File: src/rtl/attention_head_scheduler.sv
// Arbitrates attention jobs round-robin onto one engine, issuing one start per masked head (lowest first) under a watchdog.
// Start follows acceptance by one cycle; the completion record follows the last done by one cycle and holds until cmp_ready.
module attention_head_scheduler #(
   parameter int NREQ    = 4,
   parameter int HEADS   = 4,
   parameter int TAG_W   = 4,
   parameter int TIMEOUT = 255,
   localparam int IW = (NREQ  > 1) ? $clog2(NREQ)  : 1,
   localparam int HW = (HEADS > 1) ? $clog2(HEADS) : 1
) (
   input  logic                  clk,
   input  logic                  reset,
   input  logic [NREQ-1:0]       req_valid,
   output logic [NREQ-1:0]       req_ready,
   input  logic [NREQ*HEADS-1:0] req_head_mask,
   input  logic [NREQ*TAG_W-1:0] req_tag,
   output logic                  eng_start,
   output logic [HW-1:0]         eng_head,
   input  logic                  eng_done,
   input  logic                  eng_err,
   output logic                  cmp_valid,
   input  logic                  cmp_ready,
   output logic [IW-1:0]         cmp_req_id,
   output logic [TAG_W-1:0]      cmp_tag,
   output logic                  cmp_err,
   output logic                  cmp_timeout,
   output logic                  busy
);

   typedef enum logic [1:0] {S_IDLE, S_ISSUE, S_WAIT, S_REPORT} state_t;

   state_t           r_state;
   logic [IW-1:0]    r_last;
   logic [IW-1:0]    r_id;
   logic [HEADS-1:0] r_mask;
   logic [TAG_W-1:0] r_tag;
   logic [HW-1:0]    r_head;
   logic [15:0]      r_cnt;
   logic             r_err;
   logic             r_tmo;
   logic             r_start;
   logic             r_cvld;
   logic             r_busy;

   logic             w_win_vld;
   logic [IW-1:0]    w_win_id;
   logic [IW-1:0]    w_idx;
   logic [HEADS-1:0] w_sel_mask;
   logic [TAG_W-1:0] w_sel_tag;
   logic [HEADS-1:0] w_mask_left;
   logic [15:0]      w_cnt_nxt;
   logic             w_expire;

   function automatic logic [HW-1:0] f_lsb(input logic [HEADS-1:0] m);
      f_lsb = '0;
      for (int i = HEADS - 1; i >= 0; i--) begin
         if (m[i]) f_lsb = HW'(i);
      end
   endfunction

   // Search starts just past the last granted requester and wraps.
   always_comb begin
      w_win_vld  = 1'b0;
      w_win_id   = '0;
      w_idx      = '0;
      w_sel_mask = '0;
      w_sel_tag  = '0;
      for (int i = 1; i <= NREQ; i++) begin
         w_idx = IW'((int'(r_last) + i) % NREQ);
         if (!w_win_vld && req_valid[w_idx]) begin
            w_win_vld = 1'b1;
            w_win_id  = w_idx;
         end
      end
      for (int r = 0; r < NREQ; r++) begin
         if (w_win_id == IW'(r)) begin
            w_sel_mask = req_head_mask[r*HEADS +: HEADS];
            w_sel_tag  = req_tag[r*TAG_W +: TAG_W];
         end
      end
   end

   assign w_mask_left = r_mask & ~(HEADS'(1) << r_head);
   assign w_cnt_nxt   = r_cnt + 16'd1;
   assign w_expire    = (w_cnt_nxt == 16'(TIMEOUT));

   always_ff @(posedge clk or negedge reset) begin
      if (!reset) begin
         r_state <= S_IDLE;
         r_last  <= IW'(NREQ - 1);
         r_id    <= '0;
         r_mask  <= '0;
         r_tag   <= '0;
         r_head  <= '0;
         r_cnt   <= '0;
         r_err   <= 1'b0;
         r_tmo   <= 1'b0;
         r_start <= 1'b0;
         r_cvld  <= 1'b0;
         r_busy  <= 1'b0;
      end else begin
         r_start <= 1'b0;
         case (r_state)
            S_IDLE: begin
               if (w_win_vld) begin
                  r_id   <= w_win_id;
                  r_tag  <= w_sel_tag;
                  r_mask <= w_sel_mask;
                  r_head <= f_lsb(w_sel_mask);
                  r_err  <= 1'b0;
                  r_tmo  <= 1'b0;
                  r_busy <= 1'b1;
                  if (|w_sel_mask) begin
                     r_start <= 1'b1;
                     r_state <= S_ISSUE;
                  end else begin
                     r_cvld  <= 1'b1;
                     r_state <= S_REPORT;
                  end
               end
            end
            S_ISSUE: begin
               r_cnt   <= '0;
               r_state <= S_WAIT;
            end
            S_WAIT: begin
               r_cnt <= w_cnt_nxt;
               // A done landing on the expiry cycle still wins over the watchdog.
               if (eng_done) begin
                  r_err  <= r_err | eng_err;
                  r_mask <= w_mask_left;
                  if (|w_mask_left) begin
                     r_head  <= f_lsb(w_mask_left);
                     r_start <= 1'b1;
                     r_state <= S_ISSUE;
                  end else begin
                     r_cvld  <= 1'b1;
                     r_state <= S_REPORT;
                  end
               end else if (w_expire) begin
                  r_tmo   <= 1'b1;
                  r_mask  <= '0;
                  r_cvld  <= 1'b1;
                  r_state <= S_REPORT;
               end
            end
            S_REPORT: begin
               if (cmp_ready) begin
                  r_last  <= r_id;
                  r_cvld  <= 1'b0;
                  r_busy  <= 1'b0;
                  r_state <= S_IDLE;
               end
            end
            default: r_state <= S_IDLE;
         endcase
      end
   end

   assign req_ready   = (reset && r_state == S_IDLE && w_win_vld) ? (NREQ'(1) << w_win_id) : '0;
   assign eng_start   = r_start;
   assign eng_head    = r_head;
   assign cmp_valid   = r_cvld;
   assign cmp_req_id  = r_id;
   assign cmp_tag     = r_tag;
   assign cmp_err     = r_err;
   assign cmp_timeout = r_tmo;
   assign busy        = r_busy;

endmodule

File: config.mk
export PLATFORM = sky130hd
export DESIGN_NAME = attention_head_scheduler
export DESIGN_NICKNAME = d
export VERILOG_FILES = /design/src/rtl/attention_head_scheduler.sv
export SDC_FILE = /design/constraint.sdc
export NUM_CORES = 1
export LEC_CHECK = 0
export CORE_ASPECT_RATIO = 0.7
export CORE_UTILIZATION = 45
export CTS_CLUSTER_SIZE = 40
export DETAILED_ROUTE_END_ITERATION = 16
export GPL_ROUTABILITY_DRIVEN = 0
export PLACE_DENSITY = 0.82
export SLEW_MARGIN = 20
export SYNTH_ARGS = -nofsm -noshare
export SYNTH_HDL_FRONTEND = slang
export SYNTH_SLANG_ARGS = --single-unit
File: constraint.sdc
create_clock -name clk -period 6 [get_ports clk]
set_clock_uncertainty 0.05 [all_clocks]
set_input_delay 1.2 -clock clk [delete_from_list [all_inputs] [get_ports clk]]
set_output_delay 1.2 -clock clk [all_outputs]
set_load 0.1 [all_outputs]
# Yosys cells after proc, flatten, opt, wreduce, memory -nomap -nowiden

Cells that the tools add are included.

Register bits after elaboration: 37
Output and inout port bits: 17
Logic and storage cells: 135

Add/subtract/negate cells: 5
$lt $le $gt $ge: 4
Equality and inequality tests: 16
Shift-type cells: 2
Mux-type cells: 68
Bitwise operators: 3
Reductions and logical operators: 25

Operators by type and width:

| cell                                                                    | count |
|---|---|
| 4-bit two-way mux                                                       | 12 |
| 2-bit two-way mux                                                       | 21 |
| 16-bit case mux with 2 select lines                                     | 1 |
| 1-bit two-way mux                                                       | 22 |
| 16-bit by 1-bit adder with 16-bit output (second input constant)        | 1 |
| 16-bit by 8-bit equality test with 1-bit output (second input constant) | 1 |
| 2-bit != test (second input constant)                                   | 7 |
| 2-bit by 3-bit < comparator with 1-bit output (second input constant)   | 4 |
| 3-bit AND reduction                                                     | 4 |
| 1-bit binary-select mux with 2-bit select                               | 4 |
| 2-bit equality test (second input constant)                             | 4 |
| 1-bit case mux with 2 select lines                                      | 4 |
| 2-bit case mux with 4 select lines                                      | 1 |
| 4-bit case mux with 2 select lines                                      | 1 |
| 4-bit AND reduction                                                     | 2 |
| 4-bit OR reduction                                                      | 2 |
| 1-bit by 2-bit left shift with 4-bit output (first input constant)      | 2 |
| 3-bit != test (second input constant)                                   | 2 |
| 6-bit AND reduction                                                     | 1 |
| 2-bit nonzero test                                                      | 3 |
| 1-bit logical AND                                                       | 5 |
| 2-bit by 1-bit adder with 2-bit output (second input constant)          | 2 |
| 2-bit adder (second input constant)                                     | 2 |
| 4-bit AND                                                               | 1 |
| other kinds (9)                                                         | 14 |

# Longest topological paths before layout

Depth in word-level cells: 24
Depth in mapped cells: 9
Mapped depth without buffers: 8

# Worst setup path after synthesis

OpenSTA, ideal clock, no wires.

Path type: input to output
Start: input req_valid[3]
End: output req_ready[1]
Arrival: 3514 ps
Data required time: 4750 ps
Setup slack: 1236 ps
Stages: 5
Buffers on the path: 1
Path through: nor2b_1 -> a21oi_2 -> o221ai_4 -> clkbuf_1 -> nor2b_1

Cells in the longest elaborated chain, start to end: 14

Ends and longest elaborated chain:

| what                                                                             | RTL line | text |
|---|---|---|
| from (decl)                                                                      | 13       | `input logic [NREQ-1:0] req_valid,` |
| 1-bit binary-select mux with 2-bit select                                        | 70       | `if (!w_win_vld && req_valid[w_idx]) begin` |
| 1-bit two-way mux (implied by the code)                                          | 70       |  |
| 1-bit two-way mux                                                                | 70       |  |
| 1-bit zero test                                                                  | 70       |  |
| 1-bit logical AND                                                                | 70       |  |
| 1-bit two-way mux                                                                | 70       |  |
| 1-bit zero test                                                                  | 70       |  |
| 1-bit logical AND                                                                | 70       |  |
| 1-bit two-way mux                                                                | 70       |  |
| 1-bit zero test                                                                  | 70       |  |
| 1-bit logical AND                                                                | 70       |  |
| 2-bit two-way mux or 1-bit two-way mux (tied branches)                           | 70       |  |
| 1-bit by 2-bit left shift with 4-bit output or 1-bit logical AND (tied branches) | 160      | `assign req_ready = (reset && r_state == S_IDLE && w_win_vld) ? (NREQ'(1) << w_win_id) : '0;` |
| 4-bit two-way mux *                                                              | 160      |  |
| to (decl)                                                                        | 14       | `output logic [NREQ-1:0] req_ready,` |

Every way passes the cells marked *; elsewhere a longest branch is shown, timed or not. The select of a mux whose other input is x is not followed.

# Worst setup path after layout

Ends and elaborated chain as after synthesis.

==> flow_metrics.tcl <==
set metrics [dict create \
    status "complete, no violations" \
    slew-limit-headroom_pct 31.9 \
    path_clk_slew_ns 0.08 \
    max_freq_mhz 232 \
    power_density_nw_per_um2 478 \
    diodes 0 \
    nNetsFinal 417 \
    critical_path_class "in -> out" \
    fp.dieW_um 93.3 \
    critPathSlowestCell "clkdlybuf4s50_1" \
    vias_per_cell 5.67 \
    place_inst 433 \
    hpwl_um 4810 \
    cts_max_path_buffers 2 \
    worst_pin_slew_ns 1.02 \
    critPathMaxStageDelay_ns 0.53 \
    clk-insertion-delay-late_ns 0.30 \
    finalSetupViolations 0 \
    finalHoldViolCount 0 \
    start_util_pct 48.4 \
    drc 0 \
    die_h_um 65.9 \
    io_buffers 57 \
    grt_overflow 0 \
    clock-sinks 37 \
    reg2reg_depth 7 \
    cts_resized 0 \
    drt_iter0_drc 182 \
    final.period_utilization_pct 71.7 \
    dr.pass1.iters 4 \
    cp_max_fo 17 \
    async_flop_share_pct 100 \
    rsz0062_at_grt "false" \
    crit_family "buffers and inverters" \
    numCtsBuffers 5 \
    postSynthCellCount 317 \
    cts_root_buf "clkbuf_8" \
    cts_max_level 2 \
    worstPathCellList "clkdlybuf4s50_1 -> nor2b_1 -> a21oi_2 -> o221ai_4 -> nor2b_1 -> buf_4" \
    cts_tree "yes" \
    cp-start-kind "primary input" \
    multi_input_area_sq_um 1540 \
    grt_pass1_vias 2223 \
    ys_seq_elements 37 \
    min_delay_path_depth 2 \
    drv_cap 0 \
    ir_worst_vdd_mv 0.253 \
    ys.flop_type "dfrtp_1" \
    stdcell_count 441 \
    setup_tns_ns 0 \
    ant_nets 0 \
    cp.buffers_inverters 2 \
    core.rowCount 22 \
    critPathArrivalTime_ns 3.05 \
    synth_cell_types 51 \
    nFillCells 466 \
    endpoint_kind "primary output" \
    antenna_found_initial 0 \
    syn_area_sq_um 2620 \
    io_pins 58 \
    fin_crit_ns 4.30 \
    cts_hold_buffers 0 \
    grt_pass1_wl_um 10500 \
    synth-warning-count 0 \
    areaGrowthSynthToFinish_pct 27.8 \
    avgRoutedWirePerCell_um 14.6 \
    crit_cells 6 \
    synth.avg_cell_area_sq_um 8.28 \
    drv_slew 0 \
    cp_data_required_time_ns 4.75 \
    cp_common_cell "nor2b_1" \
    drive_above_1_share_pct 8.67 \
    hold_class "reg -> reg" \
    grt_start_max_net_pins 40 \
    totalWireLength_um 6420 \
    synthesis.nets 366 \
    seq_area_frac_synth_pct 35.4 \
    regArea_sq_um 928 \
    core_area_sq_um 5420 \
    grt_usage_pct 22.1 \
    layout_common_cells "clkdlybuf4s50_1, o21ai_0, nand2_1" \
    synth_edf_count 0 \
    cts_setup_buffers 0 \
    final_common_cell "clkdlybuf4s50_1" \
    die_area_sq_um 6140 \
    vias 2500 \
    leakage_nw 1.33 \
]
sequential cells by signal (all words and copies together) (netlist names):
register and flops:
busy 1, cmp_err 1, cmp_req_id 2, cmp_tag 4, cmp_timeout 1, cmp_valid 1
eng_head 2, eng_start 1, r_cnt 16, r_last 2, r_mask 4, r_state 2
cells in the mapped netlist, drive strengths merged, types with 2 or more instances:
| cell | n | share of area (%) |
|---|---|---|
| nand2 | 38 | 5.4 |
| mux2 | 6 | 2.6 |
| dfrtp | 35 | 33 |
| ha | 8 | 3.8 |
| and2 | 2 | 0.48 |
| nand4 | 5 | 1.2 |
| a21o | 2 | 0.57 |
| o311ai | 2 | 0.95 |
| nand2b | 5 | 1.2 |
| mux4 | 4 | 3.4 |
| a22o | 2 | 0.67 |
| o22ai | 3 | 0.72 |
| nor4 | 6 | 2.2 |
| a21oi | 16 | 3.2 |
| and4 | 2 | 0.67 |
| clkbuf | 10 | 1.4 |
| nor2b | 3 | 0.72 |
| a31oi | 6 | 1.4 |
| inv | 26 | 3.7 |
| dfstp | 2 | 2.0 |
| buf | 4 | 0.76 |
| o21ai | 43 | 8.2 |
| nor3b | 2 | 0.57 |
| xnor2 | 2 | 0.67 |
| nor2 | 22 | 3.1 |
| nor3 | 4 | 0.76 |
| o31ai | 3 | 0.86 |
| nand3 | 23 | 4.4 |
| mux2i | 10 | 3.8 |
| and3 | 4 | 0.95 |
power breakdown:
part | total, W | switching (W) | internal (W)
Combinational | 0.000934 | 0.000644 | 0.000290
Clock | 0.000263 | 0.0000979 | 0.000165
Sequential | 0.000404 | 0.0000785 | 0.000325
Total | 0.00160 | 0.000821 | 0.000781
kinds of logic (layout without fill, tap and decap cells):
logic type | after synthesis | in the layout | synth area share [%]
AO/OA/AOI/OAI | 88 | 88 | 21.0
XOR/XNOR | 2 | 2 | 0.668
adder cells (fa/ha/maj) | 8 | 8 | 3.82
buffers and inverters | 40 | 92 | 5.91
flip-flops | 37 | 37 | 35.4
multiplexers | 20 | 20 | 9.82
AND/OR/NAND/NOR | 122 | 122 | 23.4
routing by layer:
metal | vias up | global-route usage, % | wire length, um
met2 | 87 | 33.4 | 2930
met1 | 1171 | 31.9 | 3070
met3 | 8 | 4.37 | 376
li1 | 1234 | - | -
met4 | 0 | 6.35 | 50
met5 | - | 0 | 0
stage by stage:
| stage | setup WS (ns) | cell area, sq um | util [%] | hold WS [ns] | power [W] |
|---|---|---|---|---|---|
| final | 1.70 | 3350 | 61.8 | 0.435 | 0.00160 |
| after global routing | 1.60 | 3350 | 61.8 | 0.462 | 0.00170 |
| after CTS | 1.69 | 3350 | 61.8 | 0.440 | 0.00160 |
| after detailed placement | 1.68 | 3220 | 59.4 | 0.421 | 0.00134 |
| after global placement | 1.74 | 3220 | 59.4 | 0.416 | 0.00132 |
| after floorplan | 1.24 | 2620 | - | 0.433 | 0.00112 |
path summary, 6_finish.rpt:
path | to | startpoint | slack (ns)
max in group asynchronous | r_last[0] | reset | 4.65
worst min register to register | cmp_tag[1] | cmp_tag[1] | 0.43
worst max-delay path | req_ready[1] | req_valid[3] | 1.70
min in group asynchronous | r_cnt[3] | reset | 0.89
worst min-delay path | cmp_tag[1] | cmp_tag[1] | 0.43
worst max register to register | eng_head[0] | r_state[0] | 3.22
tightest hold or removal path: stages (launching register included):
cell,delay (ns)
dfrtp_1,0.34
nand2_1,0.04
o21ai_0,0.06
cell type report:
class                           count  share of cell area, %
Clock buffer                        5                   2.05
Clock inverter                      3                   1.94
Inverter                           26                   2.91
Multi-Input combinational cell    240                   45.9
Sequential cell                    37                   27.7
Tap cell                           72                   2.69
Timing Repair Buffer               58                   16.8
Power figures use the tool's default switching activity.
